File: src/rtl/scan_mux_pkg.sv
// Shared types and constants for the scan/direct channel sampler.
package scan_mux_pkg;

  typedef enum logic [1:0] {
    IDLE   = 2'd0,
    DIRECT = 2'd1,
    SCAN   = 2'd2
  } state_t;

  localparam logic MODE_DIRECT = 1'b0;
  localparam logic MODE_SCAN   = 1'b1;

endpackage

File: src/rtl/scan_mux_reg_mux_nto1.sv
// Combinational NCH:1 selector of W-bit channels; zero latency, no flow control.
// Indices at or beyond NCH select nothing and yield zero.
module mux_nto1 #(
  parameter int NCH  = 16,
  parameter int W    = 1,
  parameter int SELW = $clog2(NCH)
) (
  input  logic [NCH*W-1:0] data,
  input  logic [SELW-1:0]  idx,
  output logic [W-1:0]     out
);

  always_comb begin
    out = '0;
    for (int k = 0; k < NCH; k++) begin
      if (idx == SELW'(k)) out = data[k*W +: W];
    end
  end

endmodule

File: src/rtl/scan_mux_reg.sv
// Registered NCH:1 sampler, DIRECT or auto-SCAN; 1-cycle latency, holds on stall (valid & !ready).
// Optional dout_par output when SCAN_MUX_PARITY_EN is defined.
module scan_mux_reg
  import scan_mux_pkg::*;
#(
  parameter int NCH = 16,
  parameter int W   = 1,
  localparam int SELW = $clog2(NCH)
) (
  input  logic             clk,
  input  logic             rst,
  input  logic [NCH*W-1:0] data_in,
  input  logic             mode,
  input  logic             en,
  input  logic [SELW-1:0]  sel,
  output logic [W-1:0]     dout,
  output logic [SELW-1:0]  dout_ch,
  output logic             dout_valid,
  input  logic             dout_ready,
`ifdef SCAN_MUX_PARITY_EN
  output logic             dout_par,
`endif
  output logic             wrap,
  output logic             sel_err
);

  localparam logic [SELW-1:0] LAST = SELW'(NCH - 1);

  state_t          state, nxt;
  logic            slot_free, scan_ld, in_range;
  logic [SELW-1:0] cnt, idx;
  logic [W-1:0]    mux_out;

  assign slot_free = !dout_valid || dout_ready;
  assign scan_ld   = (nxt == SCAN);
  assign idx       = scan_ld ? cnt : sel;
  assign in_range  = (32'(idx) < 32'(NCH));

  always_comb begin
    nxt = state;
    case (state)
      IDLE:         if (en) nxt = (mode == MODE_SCAN) ? SCAN : DIRECT;
      DIRECT, SCAN: nxt = !en ? IDLE : ((mode == MODE_SCAN) ? SCAN : DIRECT);
      default:      nxt = IDLE;
    endcase
  end

  mux_nto1 #(.NCH(NCH), .W(W), .SELW(SELW)) u_mux (
    .data (data_in),
    .idx  (idx),
    .out  (mux_out)
  );

  always_ff @(posedge clk) begin
    if (rst) begin
      state      <= IDLE;
      cnt        <= '0;
      dout       <= '0;
      dout_ch    <= '0;
      dout_valid <= 1'b0;
      wrap       <= 1'b0;
      sel_err    <= 1'b0;
`ifdef SCAN_MUX_PARITY_EN
      dout_par   <= 1'b0;
`endif
    end else begin
      wrap    <= 1'b0;
      sel_err <= 1'b0;
      // Nothing moves while a sample is waiting to be consumed.
      if (slot_free) begin
        state      <= nxt;
        dout_valid <= (nxt != IDLE);
        if (nxt != IDLE) begin
          dout    <= mux_out;
          dout_ch <= idx;
`ifdef SCAN_MUX_PARITY_EN
          dout_par <= ^mux_out;
`endif
          if (scan_ld) begin
            wrap <= (cnt == LAST);
            cnt  <= (cnt == LAST) ? '0 : cnt + SELW'(1);
          end else begin
            sel_err <= !in_range;
          end
        end
      end
    end
  end

endmodule
File: config.mk
export PLATFORM = sky130hd
export DESIGN_NAME = scan_mux_reg
export DESIGN_NICKNAME = d
export VERILOG_FILES = /design/src/rtl/scan_mux_pkg.sv /design/src/rtl/scan_mux_reg_mux_nto1.sv /design/src/rtl/scan_mux_reg.sv
export SDC_FILE = /design/constraint.sdc
export NUM_CORES = 1
export LEC_CHECK = 0
export CORE_MARGIN = 2
export CORE_UTILIZATION = 45
export DETAILED_ROUTE_END_ITERATION = 8
export PLACE_DENSITY = 0.79
export SLEW_MARGIN = 30
export SYNTH_ARGS = -nofsm -noshare
export SYNTH_HDL_FRONTEND = slang
export SYNTH_SLANG_ARGS = --single-unit
File: constraint.sdc
create_clock -name clk -period 2.8 [get_ports clk]
set_input_delay 0.84 -clock clk [delete_from_list [all_inputs] [get_ports clk]]
set_output_delay 0.84 -clock clk [all_outputs]
set_load 0.05 [all_outputs]
======== Word level (Yosys, flattened, before mapping) ========
Index checks and enable logic that the tools add are counted.
operators by class
  add/sub/neg operators ................... 1
  eq/ne operators ......................... 19
  muxes and demuxes ....................... 22
  bitwise gates (word level) .............. 3
  reduce and logical (&&, ||, !) cells .... 9
operator list
  operator               number
  $eq A4 B4 Y1 const B   9
  $eq A4 B3 Y1 const B   4
  $mux W1                16
  $eq A4 B2 Y1 const B   2
  $mux W4                2
  $mux W2                3
  $add A4 B1 Y4 const B  1
  $eq A2 B2 Y1 const B   2
  $eq A4 B1 Y1 const B   1
  $logic_not A4 Y1       1
  $pmux W2 S2            1
  $reduce_or A4 Y1       1
  $not A1 Y1             3
  $reduce_and A3 Y1      1
  $eq A2 B1 Y1 const B   1
  $logic_not A2 Y1       1
  $reduce_and A2 Y1      1
  $reduce_bool A2 Y1     1
  $reduce_or A2 Y1       1
  $logic_not A1 Y1       1
  $logic_or A1 B1 Y1     1
storage, ports and cells
  register bits after elaboration ......... 13
  output and inout bits ................... 8
  word-level logic and storage cells ...... 60

======== Longest topological paths before layout ========
Gate-level depths: netlist (run 1).
  depth in word-level cells ............... 22
  mapped depth ............................ 11

======== Hierarchy ========
Synthesis (run 1) repeated with hierarchy kept, for this count alone.
second synthesis, totals
  cells, all modules ...................... 93
  area total of the unflattened synthesis .. 887.1 µm²
modules (own cells, without submodules)
  module        times used  cells an instance  area each (µm²)
  scan_mux_reg  1           77                 716.9
  mux_nto1      1           16                 170.2

======== Worst setup path after synthesis (run 1) ========
OpenSTA, ideal clock, no wires.
  path type ............................... input-to-reg
  start point ............................. in en
  end point ............................... reg dout
  setup time .............................. 0.137 ns
  arrival ................................. 2.108 ns
  path slack .............................. 0.555 ns
  stages on the path ...................... 8
  buffers on the path ..................... 1
  cells stage by stage .................... nand3b_1 > a21oi_2 > nand2b_1 > buf_6 > or4b_1 > o2bb2ai_1 > o2111ai_1 > a31oi_1
on the way
  longest elaborated chain between the ends .. 21
  elaborated cells between the ends (all ways) .. 39
  those cells by class .................... eq/ne (16); mux (20); reduce/logical (3)
RTL lines
  element                            line                                    RTL
  start, declared                    scan_mux_reg.sv:14                      input logic en,
  $mux W2, on equally long branches  scan_mux_reg.sv:43, scan_mux_reg.sv:42
  $pmux W2 S2 *                      scan_mux_reg.sv:41                      case (state)
  $eq A2 B2 Y1                       scan_mux_reg.sv:35                      assign scan_ld = (nxt == SCAN);
  $mux W4                            scan_mux_reg.sv:36                      assign idx = scan_ld ? cnt : sel;
  $logic_not A4 Y1                   scan_mux_reg_mux_nto1.sv:16             if (idx == SELW'(k)) out = data[k*W +: W];
  $mux W1 (16 in series)             scan_mux_reg_mux_nto1.sv:16
  end signal, assigned               scan_mux_reg.sv:74                      dout <= mux_out;
  end, declared                      scan_mux_reg.sv:16                      output logic [W-1:0] dout,
Every way passes the cells marked *; elsewhere a longest branch is shown, timed or not.
A chain may end at the register's enable or synchronous reset.

======== Worst setup path after layout (run 1) ========
Ends and elaborated chain as after synthesis.

==> results of run 1 <==
## cells in the mapped netlist (3+ instances only)
master / instances / share of area (%)
a21oi_1: 6 / 3.1
mux2i_1: 8 / 8.2
inv_1: 5 / 1.9
clkbuf_1: 6 / 2.3
nor2b_1: 5 / 3.2
mux4_2: 3 / 6.9
dfxtp_1: 13 / 27
nor2_1: 18 / 6.9
o21ai_0: 5 / 2.6
nand2_1: 7 / 2.7
a211oi_1: 6 / 4.6
ha_1: 3 / 3.8
## registers in the layout (all words and copies together), names as in the netlist
| register | flops |
|---|---|
| cnt | 4 |
| dout_valid | 1 |
| wrap | 1 |
| dout_ch | 4 |
| dout | 1 |
| state | 2 |
## layout make-up
cell class	instances	area [sq um]	share of cell area (%)
Clock buffer	4	26.28	1.946
Inverter	5	18.77	1.390
Multi-Input combinational cell	93	648.1	48.01
Sequential cell	13	260.3	19.28
Tap cell	27	33.78	2.502
Timing Repair Buffer	38	362.8	26.88
## final timing paths
check	start	end	slack (ns)
setup / recovery	en	dout	0.17
hold / removal	dout_ch[3]	dout_ch[3]	0.50
setup reg to reg	state[0]	dout	0.49
hold reg to reg	dout_ch[3]	dout_ch[3]	0.50
## stage by stage
stage / cell area, sq um / std cells / power [W]
after global placement: 1324 / 176 / 0.0004615
after floorplan: 978.4 / 121 / 0.0003750
after global routing: 1350 / 180 / 0.0006125
after CTS: 1350 / 180 / 0.0005815
after detailed placement: 1324 / 176 / 0.0004665
final: 1350 / 180 / 0.0005782
## routing by layer
metal / vias up / wire [um] / global-route usage [%]
li1: 504 / - / -
met1: 459 / 1037 / 25.23
met2: 34 / 1220 / 35.96
met3: 7 / 137 / 5.952
met4: 0 / 40 / 7.658
met5: - / 0 / 0
## placed cells by master, fill, tap and decap left out, types with 2 or more instances in the layout
cell             netlist  final
clkdlybuf4s50_1        0     31
nor2_1                18     18
dfxtp_1               13     13
mux2i_1                8      8
nand2_1                7      7
buf_4                  1      7
a211oi_1               6      6
a21oi_1                6      6
inv_1                  5      5
o21ai_0                5      5
nor2b_1                5      5
mux4_2                 3      3
ha_1                   3      3
clkbuf_4               0      3
o21ai_1                2      2
nand3b_1               2      2
nand2b_1               2      2
o2bb2ai_1              2      2
o2111ai_1              2      2
a31oi_1                2      2
nand3_1                2      2
## worst reg2reg max path: cells and delay by family (launching register included)
family	cells	cell delay, ns
fa+ha+maj	1	0.31
compound gates	5	0.70
simple gates	2	0.50
buf+inv	2	0.28
flops	1	0.39
## logic make-up after synthesis
logic type,after synthesis,synth area share (%)
compound gates,32,22.00
xor+xnor,1,0.8953
fa+ha+maj,3,3.837
buf+inv,15,7.161
flops,13,26.60
mux,13,17.39
other cells,1,0.3833
simple gates,43,21.74
## power breakdown
part,switching (W),internal (W),leakage [nW]
registers,0.0000166,0.000203,0.107
logic,0.000130,0.000114,0.386
clock network,0.0000593,0.0000553,0.0150
total,0.000206,0.000372,0.508
==> run_results.csv, run 1 <==
group,metric,value,unit
run_status,status,"completed",
clock_network,cts_hold_buffers,0,
power,leakage,0.5078,nW
grt,grt_max_degree,14,
synthesis,yosysSeqAreaShare,26.60,%
timing,final-hold-violation-count,0,
hold_path,worstHoldPathType,"reg2reg",
worst_setup_path,start_kind,"input pin",
finish,area_growth_syn_to_layout,37.98,%
clock_network,htree_levels,1,
finish,drive_gt1_share,9.804,%
worst_setup_path,required,2.96,ns
clock_network,clock_path_buffers,2,
floorplan,dieHeight,50.63,um
floorplan,ios,33,
finish,diodes,0,
synthesis,synth-seq-cells,13,
worst_setup_path,path_common_cell,"o21ai_1",
timing,finalMaxSlewViolations,0,
grt,grt_pass1_wl,4.146,mm
synthesis,synth.distinct_cells,40,
floorplan,start_util,48.87,%
worst_setup_path,critPathMaxStageDelay,0.51,ns
detailed_routing,drtAntennaViolNets,0,
floorplan,rows,16,
place,place.gp.congestion,0.8655,
power,power_density,428.3,mW/mm^2
timing,fin_ws,0.1740,ns
floorplan,dieWidth,50.63,um
clock_network,cts-resized-gates,0,
worst_setup_path,worstSetupEndpointType,"flop",
timing,fin_crit_sh,93.79,%
floorplan,dieArea,0.002563,sq mm
synthesis,synth_edf_count,0,
floorplan,coreArea,0.002002,sq mm
clock_network,clock_sinks,13,
worst_setup_path,crit_type,"in2reg",
grt,antenna_found_initial,0,
worst_setup_path,path_buf_inv,2,
worst_setup_path,reg2regPathDepth,10,
detailed_routing,drt-vias-per-instance,5.578,
detailed_routing,drtPass1Iterations,4,
synthesis,synth_cells,121,
run,cap_violations,0,
finish,fin_nets,182,
detailed_routing,postRouteWirelength,2.435,mm
detailed_routing,drt_iter0_markers,14,
synthesis,ys_warn_count,0,
detailed_routing,vias,1004,
timing,setup-violations-final,0,
synthesis,synth_area,978.4,sq um
grt,overflow,0,
synthesis,syn-num-nets,149,
timing,fin_hold_ws,0.5002,ns
clock_network,cts_tree,"done",
worst_setup_path,worst-path-max-fanout,9,
worst_setup_path,crit_arrival,2.78,ns
place,io_buffers,31,
synthesis,synth_top_flop_cell,"dfxtp_1",
power,ir_drop,0.0004404,V
detailed_routing,wire_per_inst,13.53,um
clock_network,cts_root_buf,"clkbuf_4",
finish,final_util,67.44,%
synthesis,synth_async_sr_flop_share,0,%
clock_network,clkLatencyLatePin,0.28,ns
detailed_routing,drc_errors,0,
grt,grt_pass1_vias,1002,
worst_setup_path,slowest_stage,"clkdlybuf4s50_1",
timing,min_period,2.626,ns
place,hpwl,1.903,mm
finish,n_fill_cell,173,
clock_network,cts_buffers,3,
worst_setup_path,cp.depth,9,
grt,grt_use_total,21.15,%
timing,finalClockSkew,0.003816,ns
timing,final.setup.tns,0,ns
place,preCtsSetupSlack,-0.01855,ns
worst_setup_path,crit_family,"buffers and inverters",
timing,grt_setup_unrepaired,"no",
clock_network,clkTransAtPathRegs,0.08,ns
synthesis,syn_avg_cell_area,8.086,sq um
worst_setup_path,worstPathCellList,"clkdlybuf4s50_1 > o21ai_1 > o21ai_1 > nand2b_1 > buf_4 > nor4b_1 > o21ai_0 > o2111ai_1 > a31oi_1",
timing,fmax,0.3808,GHz
clock_network,cts_setup_buffers,0,
hold_path,holdPathStages,2,
(Power assumes the default switching activity.)
==> inputs of run 2 (changes only) <==
Settings changed: CTS_CLUSTER_SIZE set to 20, GPL_TIMING_DRIVEN set to 0, TNS_END_PERCENT set to 5.
==> run 2 against run 1 <==
Fmax is 2.0% higher. Utilization is 0.56 points lower. Critical path type unchanged. Wire length is 0.45% higher. First-iteration DRC count is 110% higher.
==> run_results.csv, run 2 (synthesized netlist as in run 1, its figures left out) <==
group,metric,value,unit
worst_setup_path,required,2.94,ns
run_status,status,"completed",
timing,fin_hold_ws,0.4983,ns
finish,final_common_cell,"clkdlybuf4s50_1",
clock_network,clock_sinks,13,
grt,grt_pass1_vias,942,
clock_network,clkLatencyLatePin,0.27,ns
worst_setup_path,worst-path-max-fanout,9,
timing,fin_crit_sh,91.95,%
hold_path,hold_start,"dout_ch[1]",
power,finalPower,0.0005703,W
floorplan,start_util,48.87,%
place,io_buffers,30,
worst_setup_path,r2r-start,"state[0]",
clock_network,cts_hold_buffers,0,
floorplan,dieHeight,50.63,um
finish,final_cell_mix,"30 x clkdlybuf4s50_1, 18 x nor2_1, 13 x dfxtp_1, 8 x mux2i_1",
finish,fin_nets,184,
run,cap_violations,0,
detailed_routing,postRouteWirelength,2.446,mm
timing,setup-violations-final,0,
worst_setup_path,start_kind,"input pin",
floorplan,rows,16,
worst_setup_path,worstSetupEndpointType,"flop",
detailed_routing,drt-vias-per-instance,5.544,
clock_network,cts_root_buf,"clkbuf_4",
grt,grt_use_total,20.25,%
finish,n_fill_cell,164,
timing,finalMaxSlewViolations,0,
detailed_routing,drtPass1Iterations,4,
power,ir_drop,0.0003373,V
grt,overflow,0,
power,power_density,426.0,mW/mm^2
detailed_routing,vias,1009,
timing,grt_setup_unrepaired,"no",
detailed_routing,drtAntennaViolNets,0,
clock_network,clock_path_buffers,2,
floorplan,coreArea,0.002002,sq mm
timing,fmax,0.3884,GHz
finish,seq_area,260.3,sq um
finish,multi_input_area,648.1,sq um
floorplan,dieWidth,50.63,um
place,hpwl,1.958,mm
timing,finalClockSkew,0.002090,ns
finish,area_growth_syn_to_layout,36.83,%
clock_network,clkTransAtPathRegs,0.07,ns
worst_setup_path,crit_arrival,2.72,ns
timing,min_period,2.574,ns
detailed_routing,drc_errors,0,
timing,final-hold-violation-count,0,
grt,antenna_found_initial,0,
worst_setup_path,crit_type,"in2reg",
finish,drive_gt1_share,7.742,%
power,leakage,0.4955,nW
floorplan,ios,33,
grt,grt_pass1_wl,3.988,mm
worst_setup_path,startpoint,"en",
detailed_routing,wire_per_inst,13.44,um
clock_network,cts_tree,"done",
clock_network,cts_setup_buffers,0,
finish,reg_top3,"cnt: 4 flops, dout_ch: 4 flops, state: 2 flops",
finish,final_util,66.88,%
detailed_routing,drt_iter0_markers,30,
hold_path,worstHoldPathType,"reg2reg",
grt,grt_max_degree,11,
place,place.gp.congestion,0.8923,
clock_network,cts_buffers,3,
floorplan,dieArea,0.002563,sq mm
finish,diodes,0,
clock_network,htree_levels,1,
clock_network,cts-resized-gates,0,
run 2: stage by stage:
step           instances  TNS (ns)  setup WS [ns]  instance area, sq um
2_1_floorplan        121         0         0.5552                 978.4
5_1_grt              182         0         0.1478                  1339
6_report             182         0         0.2255                  1339
3_5_place_dp         178  -0.05427       -0.05427                  1313
4_1_cts              182         0         0.2447                  1339
3_3_place_gp         178  -0.01278       -0.01278                  1313
run 2: routing by layer:
layer	up-vias	track usage [%]	part of all wire, %
li1	508	-	-
met5	-	0	0
met2	25	33.99	48
met4	0	4.054	0.86
met3	5	5.655	5.4
met1	471	25.87	46
run 2: report_power, final:
group	internal [W]	switching (W)
logic	0.000108	0.000135
clock network	0.0000553	0.0000578
registers	0.000203	0.0000117
total	0.000366	0.000204
run 2: critical path: stages:
cell	delay (ns)
clkdlybuf4s50_1	0.46
nand3b_1	0.20
a21oi_2	0.16
nand2b_1	0.08
buf_6	0.14
or4b_1	0.49
o2bb2ai_1	0.14
o2111ai_1	0.10
a31oi_1	0.11
run 2: final cells by class:
cell class	instances	share of cell area (%)
Timing Repair Buffer	30	22.43
Clock buffer	4	1.963
Multi-Input combinational cell	93	48.41
Tap cell	27	2.523
Buffer	10	3.832
Sequential cell	13	19.44
Inverter	5	1.402
run 2: path summary, 6_finish.rpt:
check               end  slack (ns)  cells after the start
max                dout        0.23                      9
min          dout_ch[1]        0.50                      2
min reg2reg  dout_ch[1]        0.50                      2
max reg2reg        dout        0.49                     10
